`config.mk`:
```
export PLATFORM = sky130hd
export DESIGN_NAME = lcd_timing_gen
export DESIGN_NICKNAME = d
export VERILOG_FILES = /design/src/rtl/lcd_timing_gen.sv
export SDC_FILE = /design/constraint.sdc
export NUM_CORES = 1
export LEC_CHECK = 0
export ABC_AREA = 1
export CORE_MARGIN = 1.5
export CORE_UTILIZATION = 38
export CTS_CLUSTER_SIZE = 20
export DETAILED_ROUTE_END_ITERATION = 16
export DONT_BUFFER_PORTS = 1
export GPL_TIMING_DRIVEN = 0
export SYNTH_ARGS = -nofsm -noshare
export SYNTH_HDL_FRONTEND = slang
export SYNTH_SLANG_ARGS = --single-unit
```
`constraint.sdc`:
```
create_clock -name clk_lcd -period 2.7 [get_ports clk_lcd]
set_input_delay 0.27 -clock clk_lcd [delete_from_list [all_inputs] [get_ports clk_lcd]]
set_output_delay 0.27 -clock clk_lcd [all_outputs]
set_load 0.005 [all_outputs]
```
`src/rtl/lcd_timing_gen.sv`:
```
// lcd_timing_gen: pixel/line counters, sync, DE, frame_start and DISP for an RGB LCD.
// Optional power sequencing of DISP is enabled with the macro LCD_POWERSEQ_EN.
//
// Ports:
//   clk_lcd     pixel clock, all logic on the rising edge
//   rst_n       asynchronous active-low reset
//   en_sync     timing enable; low holds both counters at zero
//   de_clk      pixel tick qualifier; counters advance only when high
//   disp_en     panel-on request
//   hcount_reg  horizontal position (HCW bits)
//   Vcount_reg  vertical position (VCW bits)
//   hsync       horizontal sync, active level set by SYNC_POL
//   vsync       vertical sync, active level set by SYNC_POL
//   de          data enable, high inside the active area only
//   frame_start one-cycle pulse on the tick taken at position (0,0)
//   DISP        panel display-on control
//
// Line layout: active, front porch, sync pulse, back porch; the frame uses the same
// order counted in lines. hsync/vsync/de/frame_start are registered one cycle after
// the counter values that produce them.
module lcd_timing_gen #(
  parameter int H_ACTIVE   = 480,
  parameter int H_FP       = 2,
  parameter int H_PW       = 41,
  parameter int H_BP       = 2,
  parameter int V_ACTIVE   = 272,
  parameter int V_FP       = 2,
  parameter int V_PW       = 10,
  parameter int V_BP       = 2,
  parameter int HCW        = 10,
  parameter int VCW        = 9,
  parameter int SYNC_POL   = 0,
  parameter int PWR_FRAMES = 4
) (
  input  logic           clk_lcd,
  input  logic           rst_n,
  input  logic           en_sync,
  input  logic           de_clk,
  input  logic           disp_en,
  output logic [HCW-1:0] hcount_reg,
  output logic [VCW-1:0] Vcount_reg,
  output logic           hsync,
  output logic           vsync,
  output logic           de,
  output logic           frame_start,
  output logic           DISP
);

  localparam int H_TOTAL = H_ACTIVE + H_FP + H_PW + H_BP;
  localparam int V_TOTAL = V_ACTIVE + V_FP + V_PW + V_BP;

  localparam logic [HCW-1:0] H_LAST   = HCW'(H_TOTAL - 1);
  localparam logic [HCW-1:0] H_VIS    = HCW'(H_ACTIVE);
  localparam logic [HCW-1:0] HS_FIRST = HCW'(H_ACTIVE + H_FP);
  localparam logic [HCW-1:0] HS_LAST  = HCW'(H_ACTIVE + H_FP + H_PW - 1);

  localparam logic [VCW-1:0] V_LAST   = VCW'(V_TOTAL - 1);
  localparam logic [VCW-1:0] V_VIS    = VCW'(V_ACTIVE);
  localparam logic [VCW-1:0] VS_FIRST = VCW'(V_ACTIVE + V_FP);
  localparam logic [VCW-1:0] VS_LAST  = VCW'(V_ACTIVE + V_FP + V_PW - 1);

  localparam logic SYNC_ACT = (SYNC_POL != 0);

  // Elaboration-time sanity checks on the geometry.
  if (H_TOTAL > (1 << HCW)) begin : g_hcw_chk
    $error("H_TOTAL does not fit HCW");
  end
  if (V_TOTAL > (1 << VCW)) begin : g_vcw_chk
    $error("V_TOTAL does not fit VCW");
  end
  if (PWR_FRAMES < 1) begin : g_pwr_chk
    $error("PWR_FRAMES must be at least 1");
  end

  logic tick;
  logic h_wrap;
  logic v_wrap;
  logic hs_on;
  logic vs_on;
  logic vis;
  logic at_origin;

  assign tick      = en_sync & de_clk;
  assign h_wrap    = (hcount_reg == H_LAST);
  assign v_wrap    = (Vcount_reg == V_LAST);
  assign hs_on     = (hcount_reg >= HS_FIRST) && (hcount_reg <= HS_LAST);
  assign vs_on     = (Vcount_reg >= VS_FIRST) && (Vcount_reg <= VS_LAST);
  assign vis       = (hcount_reg < H_VIS) && (Vcount_reg < V_VIS);
  assign at_origin = (hcount_reg == '0) && (Vcount_reg == '0);

  always_ff @(posedge clk_lcd or negedge rst_n) begin
    if (!rst_n) begin
      hcount_reg <= '0;
      Vcount_reg <= '0;
    end else if (!en_sync) begin
      hcount_reg <= '0;
      Vcount_reg <= '0;
    end else if (de_clk) begin
      if (h_wrap) begin
        hcount_reg <= '0;
        Vcount_reg <= v_wrap ? '0 : Vcount_reg + VCW'(1);
      end else begin
        hcount_reg <= hcount_reg + HCW'(1);
      end
    end
  end

  always_ff @(posedge clk_lcd or negedge rst_n) begin
    if (!rst_n) begin
      hsync       <= ~SYNC_ACT;
      vsync       <= ~SYNC_ACT;
      de          <= 1'b0;
      frame_start <= 1'b0;
    end else begin
      hsync       <= hs_on ? SYNC_ACT : ~SYNC_ACT;
      vsync       <= vs_on ? SYNC_ACT : ~SYNC_ACT;
      de          <= en_sync & vis;
      frame_start <= tick & at_origin;
    end
  end

`ifdef LCD_POWERSEQ_EN

  localparam int FCW = $clog2(PWR_FRAMES + 1);
  localparam logic [FCW-1:0] FRM_LAST = FCW'(PWR_FRAMES - 1);

  typedef enum logic [1:0] {
    OFF  = 2'd0,
    WAIT = 2'd1,
    ON   = 2'd2
  } pwr_t;

  pwr_t           pwr_st;
  logic [FCW-1:0] frm_cnt;

  // DISP only rises once PWR_FRAMES full frames have been started while the
  // panel request and timing were continuously on.
  always_ff @(posedge clk_lcd or negedge rst_n) begin
    if (!rst_n) begin
      pwr_st  <= OFF;
      frm_cnt <= '0;
      DISP    <= 1'b0;
    end else if (!disp_en || !en_sync) begin
      pwr_st  <= OFF;
      frm_cnt <= '0;
      DISP    <= 1'b0;
    end else begin
      unique case (pwr_st)
        OFF: begin
          pwr_st  <= WAIT;
          frm_cnt <= '0;
          DISP    <= 1'b0;
        end
        WAIT: begin
          if (frame_start) begin
            if (frm_cnt == FRM_LAST) begin
              pwr_st <= ON;
              DISP   <= 1'b1;
            end else begin
              frm_cnt <= frm_cnt + FCW'(1);
            end
          end
        end
        ON: begin
          DISP <= 1'b1;
        end
        default: begin
          pwr_st  <= OFF;
          frm_cnt <= '0;
          DISP    <= 1'b0;
        end
      endcase
    end
  end

`else

  always_ff @(posedge clk_lcd or negedge rst_n) begin
    if (!rst_n) begin
      DISP <= 1'b0;
    end else begin
      DISP <= disp_en;
    end
  end

`endif

endmodule

```
# --- Word-level counts from Yosys, hierarchy flattened ---
# Cells that the tools add are included.
op_classes:
  n_addsub: 2
  mul: 0
  n_div: 0
  magnitude_cmp: 6
  eq_ne: 4
  n_shift: 0
  n_mux: 9
  bitwise_logic: 3
  n_reduce_logical: 7
op_table:
  columns: ["cell", "count"]
  rows:
  - ["two-way mux 9 bit", 4]
  - ["two-way mux 10 bit", 3]
  - ["adder 10 x 1 -> 10 bit, second input constant", 1]
  - ["equality test 10 bit, second input constant", 1]
  - ["greater-or-equal comparator 10 x 9 -> 1 bit, second input constant", 1]
  - ["<= comparator 10 bit, second input constant", 1]
  - ["zero test 10 bit", 1]
  - ["< comparator 10 x 9 -> 1 bit, second input constant", 1]
  - ["adder 9 x 1 -> 9 bit, second input constant", 1]
  - ["equality test 9 bit, second input constant", 1]
  - ["greater-or-equal comparator 9 bit, second input constant", 1]
  - ["<= comparator 9 bit, second input constant", 1]
  - ["zero test 9 bit", 1]
  - ["< comparator 9 bit, second input constant", 1]
  - ["logical AND 1 bit", 4]
  - ["inequality test 2 x 1 -> 1 bit, second input constant", 2]
  - ["bitwise AND 1 bit", 3]
  - ["two-way mux 1 bit", 2]
  - ["AND reduction 2 bit", 1]
totals:
  register_bits: 24
  latchBits: 0
  ramBits: 0
  romBits: 0
  inputBits: 5
  output_inout_bits: 24
  word_cells: 38
  n_memories: 0

# --- Longest topological paths before layout ---
# Gate-level depths: netlist of the first run.
depth:
  depth_word: 5
  ltp_mapped: 9
  ltp_nobuf: 9

# --- Worst setup path after synthesis of the first run ---
# OpenSTA, ideal clock, no wires.
synth_path:
  path_type: "flip-flop to flip-flop"
  start: "register hcount_reg[0]"
  end: "register Vcount_reg[5]"
  setup_time_ns: 0.065
  arrival_time_ns: 1.318
  required_time_ns: 2.635
  path_slack_ns: 1.317
  stages_incl_launch_ff: 10
  n_path_buf: 1
  period_less_slack_ns: 1.383
  path_cell_list: "dfrtp_1 -> inv_1 -> ha_1 -> inv_1 -> nor2_2 -> nand3_4 -> nand2_2 -> buf_6 -> nand3_1 -> nand2_1"
synth_via:
  elab_chain_cells: 3
synth_rtl:
  columns: ["item", "line_no", "text"]
  rows:
  - ["from (decl)", "40", "output logic [HCW-1:0] hcount_reg,"]
  - ["from (signal assigned)", "103", "hcount_reg <= hcount_reg + HCW'(1);"]
  - ["equality test 10 bit", "84", "assign h_wrap = (hcount_reg == H_LAST);"]
  - ["inequality test 2 x 1 -> 1 bit (no source line)", null, null]
  - ["AND reduction 2 bit (no source line)", null, null]
  - ["to (signal assigned)", "101", "Vcount_reg <= v_wrap ? '0 : Vcount_reg + VCW'(1);"]
  - ["to (decl)", "41", "output logic [VCW-1:0] Vcount_reg,"]
# No other way between the ends.
# A chain may end at the register's enable or synchronous reset.

# --- Worst setup path in the final report of the first run ---
# Ends and elaborated chain as after synthesis.

==> results of run 1 <==
logic make-up (layout without fill, tap and decap cells):
logic type | after synthesis | count (layout) | share of synthesized area
adder cells (fa/ha/maj) | 7 | 7 | 0.05733
XOR/XNOR | 4 | 4 | 0.02294
buffers and inverters | 33 | 39 | 0.08763
AO/OA/AOI/OAI | 17 | 17 | 0.06143
AND/OR/NAND/NOR | 127 | 127 | 0.3759
flip-flops | 24 | 24 | 0.3948
area by class of cell:
class	instances	share of cell area
Buffer	3	0.01272
Clock buffer	4	0.03291
Inverter	30	0.06732
Multi-Input combinational cell	155	0.4727
Sequential cell	24	0.3605
Tap cell	48	0.03590
Timing Repair Buffer	2	0.01795
power groups by stage:
stage / Combinational (mW) / Clock, mW / Sequential [mW]
finish: 0.0452 / 0.257 / 0.370
global route: 0.0534 / 0.279 / 0.371
CTS: 0.0466 / 0.267 / 0.371
detailed placement: 0.0339 / 0 / 0.378
global placement: 0.0339 / 0 / 0.377
floorplan: 0.0261 / 0 / 0.376
routing by layer:
metal,vias to the layer above,routed length [um],track usage
met5,-,0,0
met4,0,51,0.06122
met3,5,146,0.02385
met2,33,1505,0.2613
met1,611,1762,0.2608
li1,690,-,-
path summary, 6_finish.rpt:
kind	to	cells past startpoint	slack, ps
worst max-delay path	Vcount_reg[5]$_DFFE_PN0P_	9	1140
worst min-delay path	DISP$_DFF_PN0_	0	20
worst max register to register	Vcount_reg[5]$_DFFE_PN0P_	9	1140
worst min register to register	Vcount_reg[6]$_DFFE_PN0P_	2	630
max in group asynchronous	hsync$_DFF_PN1_	2	2060
min in group asynchronous	de$_DFF_PN0_	2	420
metrics by stage:
step / util / worst slack, ps / hold WS (ps)
6_report: 0.4436 / 1136 / 19.30
5_1_grt: 0.4436 / 965.1 / 6.881
4_1_cts: 0.4436 / 1105 / 8.648
3_5_place_dp: 0.4210 / 1128 / -24.92
3_3_place_gp: 0.4210 / 1139 / -24.94
2_1_floorplan: - / 1317 / -25.59
worst register-to-register path, stage by stage (launching register included):
cell and delay (ps):
sky130_fd_sc_hd__dfrtp_1 430, sky130_fd_sc_hd__inv_1 120, sky130_fd_sc_hd__ha_1 180, sky130_fd_sc_hd__inv_1 50, sky130_fd_sc_hd__nor2_2 160, sky130_fd_sc_hd__nand3_4 160
sky130_fd_sc_hd__nand2_2 110, sky130_fd_sc_hd__buf_6 150, sky130_fd_sc_hd__nand3_1 90, sky130_fd_sc_hd__nand2_1 60
what timing repair did:
action,CTS,global route
hold endpoints to repair,24,0
gates resized for setup,0,0
hold buffers,2,0
cells in the mapped netlist:
cell type	n	share of area
sky130_fd_sc_hd__xor2_1	3	0.017
sky130_fd_sc_hd__nor4_1	1	0.0041
sky130_fd_sc_hd__inv_1	27	0.066
sky130_fd_sc_hd__inv_2	3	0.0074
sky130_fd_sc_hd__o21ai_1	2	0.0066
sky130_fd_sc_hd__nand2_2	2	0.0082
sky130_fd_sc_hd__nor3_1	7	0.023
sky130_fd_sc_hd__xnor2_1	1	0.0057
sky130_fd_sc_hd__a21oi_1	4	0.013
sky130_fd_sc_hd__dfrtp_1	22	0.36
sky130_fd_sc_hd__nand3_1	24	0.079
sky130_fd_sc_hd__buf_2	2	0.0066
sky130_fd_sc_hd__nor2_1	24	0.059
sky130_fd_sc_hd__buf_6	1	0.0074
sky130_fd_sc_hd__nor2_4	1	0.0074
sky130_fd_sc_hd__dfstp_2	2	0.034
sky130_fd_sc_hd__nor2_2	5	0.020
sky130_fd_sc_hd__o21bai_1	2	0.0098
sky130_fd_sc_hd__o21ai_0	8	0.026
sky130_fd_sc_hd__nand4_1	7	0.029
sky130_fd_sc_hd__nand2_1	55	0.14
sky130_fd_sc_hd__ha_1	7	0.057
sky130_fd_sc_hd__o311ai_0	1	0.0057
sky130_fd_sc_hd__nand3_4	1	0.011
placed cells by master (no fill, tap or decap):
| master | count |
|---|---|
| sky130_fd_sc_hd__o311ai_0 | 1 |
| sky130_fd_sc_hd__xnor2_1 | 1 |
| sky130_fd_sc_hd__nand4_1 | 7 |
| sky130_fd_sc_hd__nor2_2 | 5 |
| sky130_fd_sc_hd__ha_1 | 7 |
| sky130_fd_sc_hd__a21oi_1 | 4 |
| sky130_fd_sc_hd__nand2_2 | 2 |
| sky130_fd_sc_hd__dfstp_2 | 2 |
| sky130_fd_sc_hd__nor3_1 | 7 |
| sky130_fd_sc_hd__o21ai_1 | 2 |
| sky130_fd_sc_hd__nand3_4 | 1 |
| sky130_fd_sc_hd__clkbuf_8 | 4 |
| sky130_fd_sc_hd__nor2_1 | 24 |
| sky130_fd_sc_hd__nand3_1 | 24 |
| sky130_fd_sc_hd__buf_2 | 2 |
| sky130_fd_sc_hd__nor2_4 | 1 |
| sky130_fd_sc_hd__buf_6 | 1 |
| sky130_fd_sc_hd__dfrtp_1 | 22 |
| sky130_fd_sc_hd__o21ai_0 | 8 |
| sky130_fd_sc_hd__dlygate4sd3_1 | 1 |
| sky130_fd_sc_hd__nand2_1 | 55 |
| sky130_fd_sc_hd__nor4_1 | 1 |
| sky130_fd_sc_hd__inv_2 | 3 |
| sky130_fd_sc_hd__inv_1 | 27 |
| sky130_fd_sc_hd__xor2_1 | 3 |
| sky130_fd_sc_hd__o21bai_1 | 2 |
| sky130_fd_sc_hd__buf_12 | 1 |
==> flow_summary.ini, run 1 <==
[power_and_ir_drop]
sw_frac_of_total = 0.2412
internal-power_mw = 0.5100
sequentialPowerShare = 0.551
p_leak_nw = 0.8061
share_comb_of_total_power = 0.067
total_power_mw = 0.6721
power.switching_mw = 0.1621
clkPwrFrac = 0.382
power_per_cell_area_nw_per_um2 = 401.8
power.ir.vdd_worst_uv = 156.2

[grt]
antenna_found_initial = 0
grt_pass1_wl_mm = 5.892
grt_pass1_vias = 1238
grt_start_max_net_pins = 25
grt_util_all_layers = 0.1766
grt_overflow = 0

[layout]
final_net_count = 231
filler_cell_count = 372
insertedDiodeCount = 0
post_route_cells_drive_above_1_share = 0.1009
syn2layout_area_growth_pct = 9.500
multi_input_area_um2 = 790.8
largest_reg_flops = 10
ff_latch_area_um2 = 603.1
stdcell_count = 266
fin_area_um2 = 1673

[place]
place.gp.congestion = 0.8079
buffer_ports.inserted = 0
post-dp-hpwl_mm = 2.550
cell_area_after_placement_um2 = 1588
place_inst = 260

[logic_synthesis]
synth.yosys.seq_area_share = 0.3948
synth-seq-cells = 24
synth_area_um2 = 1528
synth.distinct_cells = 24
syn-instance-count = 212
synthesis.area_per_instance_um2 = 7.206
ys_warn_count = 0
postSynthNetCount = 224

[timing]
finClkSkew_ps = 4.768
setup_viol = 0
layout_worst_path_cycle_share = 0.5794
clock.fmax_mhz = 639.2
relSlewSlack = 0.7608
hold_fails_final_rpt = 0
min_period_ps = 1564
fin_setup_tns_ps = 0
setup_repair_after_global_routing_missed_its_margin = false
finalMaxSlewViolations = 0
max_slew.worst_pin.slew_ps = 354.2

[worst_setup_path]
worst_setup_path_start_kind = register
worstPathBufferInverterCount = 3
crit_path_start = hcount_reg[0]$_DFFE_PN0P_
timing.critical_path.cells = inv_1 -> ha_1 -> inv_1 -> nor2_2 -> nand3_4 -> nand2_2 -> buf_6 -> nand3_1 -> nand2_1
cp_top_family = simple AND/OR/NAND/NOR gates
crit_slowest_cell = sky130_fd_sc_hd__dfrtp_1
timing_worst_setup_path_type = register to register
end_kind = register
crit_required_ps = 2920
critical_path.reg2reg.startpoint = hcount_reg[0]$_DFFE_PN0P_
timing.critical_path.arrival_ps = 1780
crit_path_max_fanout = 10
timing.critical_path.mode_cell = sky130_fd_sc_hd__inv_1
critical-path-max-stage-delay_ps = 430

[routing]
wl_per_cell_um = 13.03
vias = 1339
antenna_left = 0
routed_wl_mm = 3.465
avgViaCountPerCell = 5.034
detail_route.drc_violations = 0
drtIter0Drc = 98
drt_pre_antenna_iters = 4

[floorplan]
core_rows = 22
design.core.area_um2 = 3771
initial_core_util = 0.4051
die_height_um = 66.41
die_w_um = 66.41
io-pin-count = 29
die_area_um2 = 4410

[cts]
tritoncts = built
h-tree-depth = 1
cts_buffers = 3
cts_max_path_buffers = 2
cts_sinks = 24
post_cts_repair_setup_buffers = 0
clkTransAtPathRegs_ps = 90
clock_insertion_delay_worst_skew_ps = 270
root_buffer = sky130_fd_sc_hd__clkbuf_8

[flow_run]
cap_viol_max_count = 0

[status]
run_status = completed

[hold_path]
hold_crit_start = disp_en
hold_path.class = input port to register
No activity file was read; power rests on OpenSTA's default activity.
==> run 2, diff against run 1 <==
- clock period: 2.7 -> 1.3 ns (I/O delays scaled with it)
==> run 2 against run 1 <==
Against the previous run:
- the flow now finishes with violations (setup timing)
- via count is 4.0% higher
- core utilization is 5.2 points higher
- non-clock buffer count is 8 higher
- critical path type unchanged
==> flow_summary.ini, run 2 (same netlist as run 1, synthesis figures left out) <==
[status]
violated_checks = setup timing
run_status = complete, but fails checks

[grt]
grt_pass1_wl_mm = 5.796
grt_util_all_layers = 0.1720
grt_start_max_net_pins = 25
antenna_found_initial = 0
grt_pass1_vias = 1191
grt_overflow = 0

[timing]
hold_fails_final_rpt = 0
fin_setup_tns_ps = -1249
relSlewSlack = 0.7558
final.setup.worst_slack_ps = -113.4
min_period_ps = 1413
finalMaxSlewViolations = 0
finClkSkew_ps = 6.154
setup_repair_after_global_routing_missed_its_margin = true
timing.hold.ws_ps = 29.91
max_slew.worst_pin.slew_ps = 366.3
setup_viol = 17
clock.fmax_mhz = 707.5
layout_worst_path_cycle_share = 1.087

[hold_path]
hold_crit_start = de_clk
hold_path.class = input port to register

[cts]
clock_insertion_delay_worst_skew_ps = 270
cts_sinks = 24
h-tree-depth = 1
clkTransAtPathRegs_ps = 90
cts_buffers = 3
tritoncts = built
root_buffer = sky130_fd_sc_hd__clkbuf_8
cts_max_path_buffers = 2

[routing]
routed_wl_mm = 3.628
avgViaCountPerCell = 5.080
detail_route.drc_violations = 0
wl_per_cell_um = 13.24
drtIter0Drc = 60
drt_pre_antenna_iters = 4
antenna_left = 0
vias = 1392

[layout]
syn2layout_area_growth_pct = 22.44
largest_reg_flops = 10
final_core_area_utilization = 0.4960
final_cell_mix = 53 x sky130_fd_sc_hd__nand2_1, 22 x sky130_fd_sc_hd__inv_1, 21 x sky130_fd_sc_hd__nor2_1
stdcell_count = 274
insertedDiodeCount = 0
mostFrequentLayoutCell = sky130_fd_sc_hd__nand2_1
fin_area_um2 = 1871
final_net_count = 239
post_route_cells_drive_above_1_share = 0.2699
filler_cell_count = 354

[power_and_ir_drop]
power.ir.vdd_worst_uv = 329.8
p_leak_nw = 0.8360
power_per_cell_area_nw_per_um2 = 756.4
total_power_mw = 1.415

[floorplan]
die_height_um = 66.41
design.core.area_um2 = 3771
initial_core_util = 0.4051
core_rows = 22
die_area_um2 = 4410
io-pin-count = 29
die_w_um = 66.41

[worst_setup_path]
crit_required_ps = 1490
critical_path.reg2reg.startpoint = hcount_reg[5]$_DFFE_PN0P_
crit_path_max_fanout = 8
timing_worst_setup_path_type = register to register
end_kind = register
worst_setup_path_start_kind = register
timing.critical_path.arrival_ps = 1610
crit_path_start = hcount_reg[5]$_DFFE_PN0P_

[place]
post-dp-hpwl_mm = 2.529
buffer_ports.inserted = 0
place_inst = 260
cell_area_after_placement_um2 = 1610
place.gp.congestion = 0.8188
place_worst_setup_slack_ps = -215.1

[flow_run]
cap_viol_max_count = 0
[run 2: changes by cell type in the layout (fill, tap and decap cells not counted), sizes merged]
| cell | delta |
|---|---|
| buf | +7 |
| dlygate4sd3 | +1 |
[run 2: final cells by class]
type                            count  area (um^2)  area share
Buffer                              3        21.27     0.01137
Clock buffer                        4        55.05     0.02943
Inverter                           30        112.6     0.06020
Multi-Input combinational cell    155        907.1      0.4850
Sequential cell                    24        618.1      0.3304
Tap cell                           48        60.06     0.03211
Timing Repair Buffer               10        96.34     0.05151
[run 2: worst max-delay path, cell delays in order (launching register included)]
cell,delay (ps)
sky130_fd_sc_hd__dfrtp_2,490
sky130_fd_sc_hd__nor2_4,140
sky130_fd_sc_hd__nand2_2,70
sky130_fd_sc_hd__nor2_4,150
sky130_fd_sc_hd__nand3_4,130
sky130_fd_sc_hd__nand2_4,110
sky130_fd_sc_hd__buf_6,120
sky130_fd_sc_hd__nand2_1,50
sky130_fd_sc_hd__o21ai_1,70
[run 2: layer usage]
| layer | GRT usage | wire (um) | vias to the layer above |
|---|---|---|---|
| li1 | - | - | 710 |
| met1 | 0.2540 | 1816 | 640 |
| met2 | 0.2538 | 1536 | 38 |
| met3 | 0.03407 | 241 | 4 |
| met4 | 0.04592 | 34 | 0 |
| met5 | 0 | 0 | - |
[run 2: repair_timing]
action | in CTS | in global routing
endpoints found under the setup margin | 18 | 22
gates cloned | 1 | 0
gates resized for setup | 12 | 25
hold endpoints to repair | 25 | 0
hold buffers | 3 | 0
setup buffers | 4 | 2
pin swaps | 6 | 14
[run 2: path summary, 6_finish.rpt]
path / endpoint / slack (ps) / cells past startpoint
worst max-delay path: Vcount_reg[7]$_DFFE_PN0P_ / -110 / 8
worst min-delay path: hcount_reg[8]$_DFFE_PN0P_ / 30 / 2
worst max register to register: Vcount_reg[7]$_DFFE_PN0P_ / -110 / 8
worst min register to register: Vcount_reg[2]$_DFFE_PN0P_ / 600 / 2
max in group asynchronous: vsync$_DFF_PN1_ / 800 / 2
min in group asynchronous: hcount_reg[2]$_DFFE_PN0P_ / 270 / 2
[run 2: power breakdown]
part	switching [mW]	total [mW]	internal, mW
sequential	0.0133	0.771	0.758
clock	0.250	0.521	0.271
combinational	0.0742	0.123	0.0491
